==> src/rtl/bin2bcd_seq_pkg.sv <==
// Shared sizing defaults and FSM encoding for the BCD encoder/decoder pair.
// The encoder and decoder both take their default digit and bit counts from here.
package bin2bcd_seq_pkg;

    localparam int unsigned DecLenDefault = 9;
    localparam int unsigned BinLenDefault = 30;

    typedef enum logic {
        StIdle,
        StConv
    } state_e;

endpackage

==> src/rtl/bin2bcd_seq_add3.sv <==
// Double-dabble digit cell: adds 3 to a BCD digit that is 5 or more, so the
// following left shift carries it correctly into the next decimal digit.
module bcd_add3 (
    input  logic [3:0] digit_i,
    output logic [3:0] digit_o
);

    always_comb begin
        digit_o = digit_i;
        if (digit_i >= 4'd5) begin
            digit_o = digit_i + 4'd3;
        end
    end

endmodule

==> src/rtl/bin2bcd_seq.sv <==
// Sequential binary-to-BCD converter (shift-and-add-3), one input bit per clock.
// The result and overflow flag are registered and change only on completion or reset.
module bin2bcd_seq
    import bin2bcd_seq_pkg::*;
#(
    parameter int unsigned DECLEN = DecLenDefault,
    parameter int unsigned BINLEN = BinLenDefault
) (
    input  logic                  clk,
    input  logic                  rst,
    input  logic                  start,
    input  logic [BINLEN-1:0]     BIN,
    output logic [DECLEN*4-1:0]   BCD,
    output logic                  ovf,
    output logic                  busy,
    output logic                  done
);

    localparam int unsigned CntW = (BINLEN > 1) ? $clog2(BINLEN) : 1;
    localparam int unsigned DigW = DECLEN * 4;

    state_e              state_q, state_d;
    logic [BINLEN-1:0]   shift_q, shift_d;
    logic [DigW-1:0]     digits_q, digits_d;
    logic                sticky_q, sticky_d;
    logic [CntW-1:0]     cnt_q, cnt_d;
    logic [DigW-1:0]     bcd_q, bcd_d;
    logic                ovf_q, ovf_d;
    logic                done_q, done_d;

    logic [DigW-1:0]     adjusted;
    logic [DigW-1:0]     shifted;
    logic                carry_out;

    for (genvar g = 0; g < DECLEN; g++) begin : g_add3
        bcd_add3 u_add3 (
            .digit_i (digits_q[g*4 +: 4]),
            .digit_o (adjusted[g*4 +: 4])
        );
    end

    // The shift register's MSB enters digit 0; the top digit's MSB falls out as carry.
    assign shifted   = {adjusted[DigW-2:0], shift_q[BINLEN-1]};
    assign carry_out = adjusted[DigW-1];

    always_comb begin
        state_d  = state_q;
        shift_d  = shift_q;
        digits_d = digits_q;
        sticky_d = sticky_q;
        cnt_d    = cnt_q;
        bcd_d    = bcd_q;
        ovf_d    = ovf_q;
        done_d   = 1'b0;
        unique case (state_q)
            StIdle: begin
                if (start) begin
                    shift_d  = BIN;
                    digits_d = '0;
                    sticky_d = 1'b0;
                    cnt_d    = CntW'(BINLEN - 1);
                    state_d  = StConv;
                end
            end
            StConv: begin
                shift_d  = shift_q << 1;
                digits_d = shifted;
                sticky_d = sticky_q | carry_out;
                cnt_d    = cnt_q - CntW'(1);
                if (cnt_q == '0) begin
                    bcd_d   = shifted;
                    ovf_d   = sticky_q | carry_out;
                    done_d  = 1'b1;
                    state_d = StIdle;
                end
            end
            default: state_d = StIdle;
        endcase
    end

    always_ff @(posedge clk) begin
        if (rst) begin
            state_q  <= StIdle;
            shift_q  <= '0;
            digits_q <= '0;
            sticky_q <= 1'b0;
            cnt_q    <= '0;
            bcd_q    <= '0;
            ovf_q    <= 1'b0;
            done_q   <= 1'b0;
        end else begin
            state_q  <= state_d;
            shift_q  <= shift_d;
            digits_q <= digits_d;
            sticky_q <= sticky_d;
            cnt_q    <= cnt_d;
            bcd_q    <= bcd_d;
            ovf_q    <= ovf_d;
            done_q   <= done_d;
        end
    end

    assign BCD  = bcd_q;
    assign ovf  = ovf_q;
    assign busy = (state_q == StConv);
    assign done = done_q;

endmodule
==> config.mk <==
export PLATFORM = sky130hd
export DESIGN_NAME = bin2bcd_seq
export DESIGN_NICKNAME = d
export VERILOG_FILES = /design/src/rtl/bin2bcd_seq_pkg.sv /design/src/rtl/bin2bcd_seq_add3.sv /design/src/rtl/bin2bcd_seq.sv
export SDC_FILE = /design/constraint.sdc
export NUM_CORES = 1
export LEC_CHECK = 0
export ABC_AREA = 1
export CAP_MARGIN = 5
export CELL_PAD_IN_SITES_DETAIL_PLACEMENT = 0
export CELL_PAD_IN_SITES_GLOBAL_PLACEMENT = 1
export CORE_ASPECT_RATIO = 0.75
export CORE_UTILIZATION = 30
export DETAILED_ROUTE_END_ITERATION = 6
export PLACE_DENSITY_LB_ADDON = 0.1
export SKIP_LAST_GASP = 1
export SYNTH_ARGS = -nofsm -noshare
export SYNTH_HDL_FRONTEND = slang
export SYNTH_SLANG_ARGS = --single-unit
==> constraint.sdc <==
create_clock -name clk -period 1.6 [get_ports clk]
set_clock_uncertainty 0.15 [all_clocks]
set_input_delay 0.32 -clock clk [delete_from_list [all_inputs] [get_ports clk]]
set_output_delay 0.32 -clock clk [all_outputs]
set_load 0.05 [all_outputs]
### Word-level counts from Yosys, hierarchy flattened

Cells that the tools add are included.

| cells by class | value |
|---|---|
| $lt $le $gt $ge | 9 |
| shifts and indexed selects | 0 |
| equality and inequality tests | 1 |
| reduce and logical (&&, ||, !) cells | 3 |
| divide/modulo/power cells | 0 |
| bitwise logic cells | 2 |
| mux-type cells | 21 |
| add/subtract/negate cells | 10 |
| multiply operators | 0 |

Operators by type and width:

| cell | count |
|---|---|
| case mux 36 bit (2 select lines) | 1 |
| case mux 30 bit (2 select lines) | 1 |
| adder 4 x 2 -> 4 bit (second input constant) | 9 |
| >= comparator 4 x 3 -> 1 bit (second input constant) | 9 |
| 2-to-1 mux 36 bit | 1 |
| 2-to-1 mux 4 bit | 9 |
| 2-to-1 mux 30 bit | 1 |
| case mux 5 bit (2 select lines) | 1 |
| zero test 5 bit | 1 |
| 2-to-1 mux 5 bit | 1 |
| subtractor 5 x 1 -> 5 bit (second input constant) | 1 |
| 2-to-1 mux 1 bit | 4 |
| case mux 1 bit (2 select lines) | 2 |
| != test 2 bit (second input constant) | 1 |
| AND reduction 2 bit | 1 |
| OR reduction 2 bit | 1 |
| NOT 1 bit | 1 |
| bitwise OR 1 bit | 1 |

| storage, ports and cells | value |
|---|---|
| logic and storage cells | 54 |
| output and inout bits | 39 |
| bits in writable memories | 0 |
| input bits | 33 |
| bits in read-only memories | 0 |
| memories | 0 |
| latch bits | 0 |
| flip-flop bits (word level) | 111 |

### Logic depth before layout (Yosys ltp)

Gate-level depths: netlist (run 1).

| depth | value |
|---|---|
| word-level depth | 4 |
| mapped depth | 10 |
| mapped depth without buffers | 9 |

### Cells and area by module

Synthesis (run 1) repeated with hierarchy kept, for this count alone.

| second synthesis, totals | value |
|---|---|
| cell total of the unflattened synthesis | 795 |
| area total of the unflattened synthesis | 5465.2 µm² |

Modules (own cells, without submodules):

| module | area an instance (µm²) | cells each | times used | seq. area each (µm²) |
|---|---|---|---|---|
| bin2bcd_seq | 4249.1 | 588 | 1 | 2222.1 |
| bcd_add3 | 135.1 | 23 | 9 | 0.0 |

### Least setup slack after synthesis (run 1)

No wires, ideal clock.

| timing path | value |
|---|---|
| path kind | flip-flop to flip-flop |
| from | register state_q, in the netlist busy |
| to | register bcd_q[0], in the netlist BCD[0] |
| setup time | 0.115 ns |
| cell stages (with the launch flop) | 10 |
| period minus slack after synthesis | 1.798 ns |
| required time | 1.335 ns |
| path buffers | 2 |
| arrival | 1.534 ns |
| slack | -0.198 ns |
| cell sequence | dfxtp_1 -> buf_4 -> nand3_4 -> nor2_4 -> nand2_2 -> nand2_1 -> inv_2 -> buf_2 -> nand2_1 -> nand2_1 |

| between the ends | value |
|---|---|
| word-level cells in the longest chain between the ends | 1 |

RTL lines:

| item | RTL line | source |
|---|---|---|
| start, declared | bin2bcd_seq.sv:22 | `state_e state_q, state_d;` |
| start signal, assigned | bin2bcd_seq.sv:83 | `state_q <= StIdle;` |
| start signal, assigned | bin2bcd_seq.sv:92 | `state_q <= state_d;` |
| AND reduction 2 bit (no source line) | - |  |
| end signal, assigned | bin2bcd_seq.sv:88 | `bcd_q <= '0;` |
| end signal, assigned | bin2bcd_seq.sv:97 | `bcd_q <= bcd_d;` |
| end, declared | bin2bcd_seq.sv:27 | `logic [DigW-1:0] bcd_q, bcd_d;` |

Every way passes these cells.
A chain may end at the register's enable or synchronous reset.

### Worst setup path in the final report (run 1)

| timing path | value |
|---|---|
| from | register cnt_q[1] |
| to | register bcd_q[1], in the netlist BCD[1] |

| between the ends | value |
|---|---|
| word-level cells in the longest chain between the ends | 2 |

RTL lines:

| item | RTL line | source |
|---|---|---|
| start, declared | bin2bcd_seq.sv:26 | `logic [CntW-1:0] cnt_q, cnt_d;` |
| start signal, assigned | bin2bcd_seq.sv:96 | `cnt_q <= cnt_d;` |
| zero test 5 bit | bin2bcd_seq.sv:70 | `if (cnt_q == '0) begin` |
| AND reduction 2 bit (no source line) | - |  |

Every way passes these cells.

==> flow_metrics.tcl, run 1 <==
set metrics [dict create \
    status "complete, but fails checks" \
    violations "setup timing" \
    h-tree-depth 3 \
    synthCells 745 \
    fin_cells 1051 \
    switchingPower_w 0.001462 \
    fp.dieW_um 154.1 \
    post-place-ws_ps -153.6 \
    wirelength_um 13560 \
    cts_buffers 9 \
    antenna_found_initial 0 \
    drc_errors 0 \
    ctsHoldBuffers 0 \
    grt-ovfl-total 0 \
    internal_power_w 0.004539 \
    crit_path_start "cnt_q[1]" \
    cp.required_ps 1750 \
    ys_seq_elements 111 \
    io_buffers 71 \
    start_kind "flop" \
    grt_pass1_wl_um 21620 \
    grtUsageTotal_pct 15.34 \
    regArea_sq_um 2232 \
    yosysTopAreaCell "dfxtp_1" \
    fmax_mhz 606.0 \
    hold_path_class "in2reg" \
    ys_top_cells_by_area "dfxtp_1 43%, nand2_1 22%, nand3_1 7.5%, a21oi_1 5.9%, inv_1 5.3%" \
    synth.most_common_cell "nand2_1" \
    finalHoldViolCount 0 \
    clockPowerShare_pct 40.1 \
    clk_pin_slew_ps 70 \
    coreArea_sq_um 16880 \
    arrival_ps 1800 \
    vias_per_cell 4.603 \
    worstSetupEndpointType "flop" \
    cp_common_cell "nor2_4" \
    r2r_start "cnt_q[1]" \
    p_leak_nw 3.408 \
    place_inst 1022 \
    crit_fanout 7 \
    fillers 1664 \
    area_growth_syn_to_layout_pct 41.94 \
    rows 41 \
    root_buffer "clkbuf_16" \
    maxCapViolCount 0 \
    num_vias 4838 \
    async_flop_share_pct 0 \
    dp_hpwl_um 8510 \
    n_antenna_cell 0 \
    seq_area_frac_synth_pct 42.71 \
    netlist_top_cells_count "304 x nand2_1, 111 x dfxtp_1, 78 x nand3_1, 73 x inv_1, 61 x a21oi_1" \
    drive_gt1_share_pct 16.51 \
    grt_max_degree 40 \
    worstMarginPinSlew_ps 307.5 \
    path_cells "inv_2 > ha_4 > nand3_4 > nor2_4 > nand2_4 > nor2_4 > buf_6 > buf_8 > nand3_2 > nand2_1" \
    setup_viol 23 \
    seq_power_share_pct 47.9 \
    rsz0062_at_grt "true" \
    post-route-period-util_pct 103.1 \
    multi_input_area_sq_um 2640 \
    cellPowerDensity_nw_per_um2 812.6 \
    synth_edf_count 0 \
    swShare_pct 24.36 \
    yosysWarnings 0 \
    fin_nets 883 \
    gp_congestion 0.8187 \
    ioPinCount 72 \
    die_area_sq_um 17880 \
    slowest_stage "dfxtp_2" \
    cts_tree "done" \
    syn_nets 797 \
    ant_nets 0 \
    syn_avg_cell_area_sq_um 6.983 \
    synth_top_area_share_pct 42.71 \
    cts_sinks 111 \
    netlist_area_sq_um 5202 \
    drt_iter0_markers 220 \
    pwr-share-comb_pct 12.0 \
    wl_per_cell_um 12.90 \
    clockBufferDepth 2 \
    slew_violations 0 \
    synth_ff_type "dfxtp_1" \
    grt_pass1_vias 4487 \
    die_y_um 116.0 \
    worstHoldStart "rst" \
    start_util_pct 30.83 \
    min_period_ps 1650 \
    insertion_delay_ps 360 \
    layout_setup_ws_ps -50.18 \
    slowest_delay_ps 320 \
    slew_headroom_pct 79.50 \
    ir_worst_vdd_mv 0.4669 \
    crit_type "reg2reg" \
    firstDrtPassIters 5 \
    yosysUniqueCellTypes 24 \
]
-- power groups by stage --
stage | clock network, W | logic (W) | registers (W)
finish | 0.00240 | 0.000723 | 0.00287
global route | 0.00261 | 0.000799 | 0.00288
CTS | 0.00251 | 0.000659 | 0.00287
detailed placement | 0 | 0.000613 | 0.00294
global placement | 0 | 0.000604 | 0.00294
floorplan | 0 | 0.000327 | 0.00294
-- cell type report --
cell class	count	share of cell area [%]
flip-flops and latches	111	30.23
repair buffers	108	22.35
multi-input cells	527	35.75
clock inverters	7	1.186
clock buffers	9	3.050
inverters	74	3.795
well taps	215	3.643
-- stage by stage --
step | area [sq um] | power (W) | TNS (ps) | util [%] | hold slack (ps)
2_1_floorplan | 5206 | 0.003262 | 0 | - | 293.9
5_1_grt | 7385 | 0.006288 | -3333 | 43.75 | 116.8
6_report | 7385 | 0.006001 | -597.8 | 43.75 | 125.8
4_1_cts | 7101 | 0.006038 | -129.6 | 42.07 | 114.9
3_5_place_dp | 6721 | 0.003556 | -7365 | 39.83 | 308.2
3_3_place_gp | 6721 | 0.003546 | -5193 | 39.83 | 302.4
-- kinds of logic (layout without fill, tap and decap cells) --
family	after synthesis	in the layout	share of synthesized area, %
simple gates	420	420	34.99
flops	111	111	42.71
fa+ha+maj	19	19	4.570
buf+inv	107	198	8.706
compound gates	88	88	9.019
-- worst paths after layout --
| check | slack [ps] | to | cells after the start |
|---|---|---|---|
| worst min register to register | 320 | shift_q[0] | 2 |
| worst max register to register | -50 | BCD[1] | 10 |
| worst max-delay path | -50 | BCD[1] | 10 |
| worst min-delay path | 130 | cnt_q[2] | 2 |
-- cells in the final DEF (no fill, tap or decap), drive strengths merged --
cell	synthesis	final
or2	1	1
buf	25	72
nand4	18	18
nand2	305	305
a21oi	61	61
clkinvlp	0	1
clkdlybuf4s50	0	31
nand3	89	89
clkinv	0	4
bufbuf	0	1
a22oi	11	11
dfxtp	111	111
ha	19	19
and2	1	1
inv	74	74
o21ai	15	15
clkbuf	8	13
bufinv	0	2
o22ai	1	1
nor2	6	6
-- what timing repair did --
| item | in CTS | in global routing |
|---|---|---|
| endpoints found under the setup margin | 37 | 54 |
| setup buffers | 2 | 5 |
| pin swaps | 0 | 12 |
| gates resized for setup | 2 | 34 |
| cloned | 1 | 5 |
-- layer usage --
layer,part of all wire [%],global-route usage (%),routed length (um),vias to the layer above
li1,-,-,-,2567
met1,50,20.26,6835,2183
met2,45,24.55,6082,75
met3,3.2,3.665,430,13
met4,1.6,5.467,214,0
met5,0,0,0,-
-- worst max-delay path: cells and delay by family, from the launching register on --
family        cells  cell delay, ps
fa+ha+maj         1             150
buf+inv           3             350
flops             1             320
simple gates      6             630
-- sequential cells by signal (all words and copies together), names as in the netlist --
| register | cells |
|---|---|
| cnt_q | 5 |
| ovf | 1 |
| BCD | 36 |
| sticky_q | 1 |
| shift_q | 30 |
| digits_q | 36 |
| done | 1 |
| busy | 1 |
Power figures use the tool's default switching activity.
==> inputs of run 2 (changes only) <==
--- a/config.mk
+++ b/config.mk
@@ -16,4 +16,5 @@
 export SKIP_LAST_GASP = 1
 export SYNTH_ARGS = -nofsm -noshare
 export SYNTH_HDL_FRONTEND = slang
+export SYNTH_HIERARCHICAL = 1
 export SYNTH_SLANG_ARGS = --single-unit
==> run 2 against run 1 <==
The run now ends clean. Global-route usage is 0.40 points lower. Flip-flop and latch count stayed put. Wire length is 3.3% lower. Largest cell class unchanged. Combinational power is 16% lower. Clock-buffer cell count is 3 higher. Fmax is 9.6% higher. First-iteration DRC count is 4.1% higher. Critical path type is now reg2out. Via count is 2.0% higher. Sequential share of layout area is 0.45 points higher. Sequential power hardly changed. Worst hold slack better by 160 ps. Clock power hardly changed.
==> flow_metrics.tcl, run 2 <==
set metrics [dict create \
    rsz0062_at_grt "false" \
    area_growth_syn_to_layout_pct 34.20 \
    async_flop_share_pct 0 \
    min_period_ps 1506 \
    wirelength_um 13110 \
    power_w 0.005908 \
    status "finished, final reports clean" \
    yosysUniqueCellTypes 21 \
    slowest_stage "dfxtp_4" \
    drt_iter0_markers 229 \
    fp.dieW_um 157.9 \
    holdPathEnd "digits_q[21]" \
    die_y_um 118.9 \
    dp_hpwl_um 9247 \
    fmax_mhz 664.1 \
    n_antenna_cell 0 \
    hold_depth 3 \
    hold_ws_ps 289.8 \
    cts_tree "done" \
    h-tree-depth 3 \
    antenna_found_initial 0 \
    hold_path_class "in2reg" \
    seq_area_frac_synth_pct 40.66 \
    netlist_area_sq_um 5465 \
    slowest_delay_ps 370 \
    reg2reg_to "digits_q[20]" \
    p_leak_nw 3.167 \
    grt_max_degree 45 \
    syn_nets 847 \
    start_util_pct 30.86 \
    rrSetupSlack_ps 110 \
    fillers 1832 \
    drive_gt1_share_pct 19.08 \
    ys_top_cells_by_area "dfxtp_1 41%, nand2_1 23%, nand3_1 7.1%, inv_1 4.5%, ha_1 4.3%" \
    synth_top_area_share_pct 40.66 \
    ys_seq_elements 111 \
    layout_commonest_cell "nand2_1" \
    wl_per_cell_um 11.79 \
    multi_input_area_sq_um 2800 \
    cp_common_cell "buf_12" \
    grt_pass1_wl_um 22360 \
    rows 42 \
    cp.required_ps 1130 \
    yosysTopAreaCell "dfxtp_1" \
    fin_nets 918 \
    die_area_sq_um 18770 \
    vias_per_cell 4.437 \
    cts_sinks 111 \
    synth_edf_count 0 \
    insertion_delay_ps 350 \
    slew_headroom_pct 80.13 \
    ioPinCount 72 \
    clk_pin_slew_ps 70 \
    firstDrtPassIters 6 \
    clockBufferDepth 2 \
    netlist_top_cells_count "328 x nand2_1, 111 x dfxtp_1, 77 x nand3_1, 66 x inv_1, 41 x a21oi_1" \
    num_vias 4934 \
    synthCells 795 \
    worstMarginPinSlew_ps 298.1 \
    cts_buffers 9 \
    yosysWarnings 6 \
    mostFrequentLayoutCells "328 x nand2_1, 93 x dfxtp_1, 77 x nand3_1" \
    finalHoldViolCount 0 \
    post-place-ws_ps -116.2 \
    cellPowerDensity_nw_per_um2 805.4 \
    ant_nets 0 \
    grt-ovfl-total 0 \
    crit_type "reg2out" \
    reg2reg_depth 7 \
    crit_fanout 19 \
    synth_ff_type "dfxtp_1" \
    worstSetupEndpointType "primary output" \
    place_inst 1096 \
    grt_pass1_vias 4826 \
    drc_errors 0 \
    maxCapViolCount 0 \
    path_cells "buf_12 > buf_12" \
    io_buffers 71 \
    synth.most_common_cell "nand2_1" \
    slew_violations 0 \
    start_kind "flop" \
    arrival_ps 1040 \
    setup_tns_ps 0 \
    post-route-period-util_pct 94.12 \
    coreArea_sq_um 17710 \
    syn_avg_cell_area_sq_um 6.875 \
    setup_viol 0 \
    fin_cells 1112 \
    grtUsageTotal_pct 14.94 \
    ir_worst_vdd_mv 0.4924 \
    layout_setup_ws_ps 94.13 \
    root_buffer "clkbuf_16" \
    regArea_sq_um 2250 \
    gp_congestion 0.8395 \
    worstHoldStart "rst" \
    r2r_start "digits_q[16]" \
]
[run 2: worst max-delay path by stage]
stage / endpoint / startpoint / depth (start not counted) / slack, ps
after CTS: ovf / digits_q[33] / 9 / 3
after global routing: digits_q[29] / digits_q[29] / 9 / 1
final: busy / busy / 2 / 90
after floorplan: ovf / digits_q[33] / 9 / 80
after detailed placement: shift_q[17] / start / 8 / -120
after global placement: shift_q[17] / start / 8 / -90
[run 2: cell type report]
type                            count  share of cell area (%)
Multi-Input combinational cell    570                   38.18
Clock inverter                      3                  0.9212
Timing Repair Buffer               97                   18.80
Inverter                           77                   3.941
Clock buffer                       12                   3.361
Sequential cell                   111                   30.67
Tap cell                          242                   4.128
[run 2: routing by layer]
| layer | share of wire (%) | up-vias | track usage [%] |
|---|---|---|---|
| met3 | 2.7 | 15 | 3.202 |
| met4 | 1.7 | 0 | 5.522 |
| li1 | - | 2605 | - |
| met1 | 52 | 2253 | 20.05 |
| met5 | 0 | - | 0 |
| met2 | 44 | 61 | 23.38 |
[run 2: through the flow]
stage	utilization (%)	instance area, sq um
after floorplan	-	5466
after global placement	39.31	6962
after detailed placement	39.31	6962
after CTS	41.16	7289
after global routing	41.42	7335
final	41.42	7335
[run 2: repair_timing]
action                                  in CTS  in global routing
resized for setup                            3                 25
setup buffers                                1                  0
endpoints found under the setup margin       2                 39
pin swaps                                    2                  4
hold buffers                                 0                  0
[run 2: report_power, final]
group          switching [W]  leakage (nW)  internal [W]
clock                0.00102         0.149       0.00141
sequential         0.0000405         0.910       0.00283
combinational       0.000355          2.11      0.000253
total                0.00142          3.17       0.00449
[run 2: cells by family (layout without fill, tap and decap cells)]
family,count (synthesis),in the layout,share of synthesized area [%]
buffers and inverters,114,189,8.562
DFF,111,111,40.66
and+or+nand+nor,470,470,37.75
adders and majority gates,19,19,4.350
AOI/OAI and AO/OA,81,81,8.677
[run 2: worst max-delay path, delay by kind of cell (launching register included)]
kind | cells | cell delay (ps)
buffers and inverters | 2 | 300
flip-flops | 1 | 370
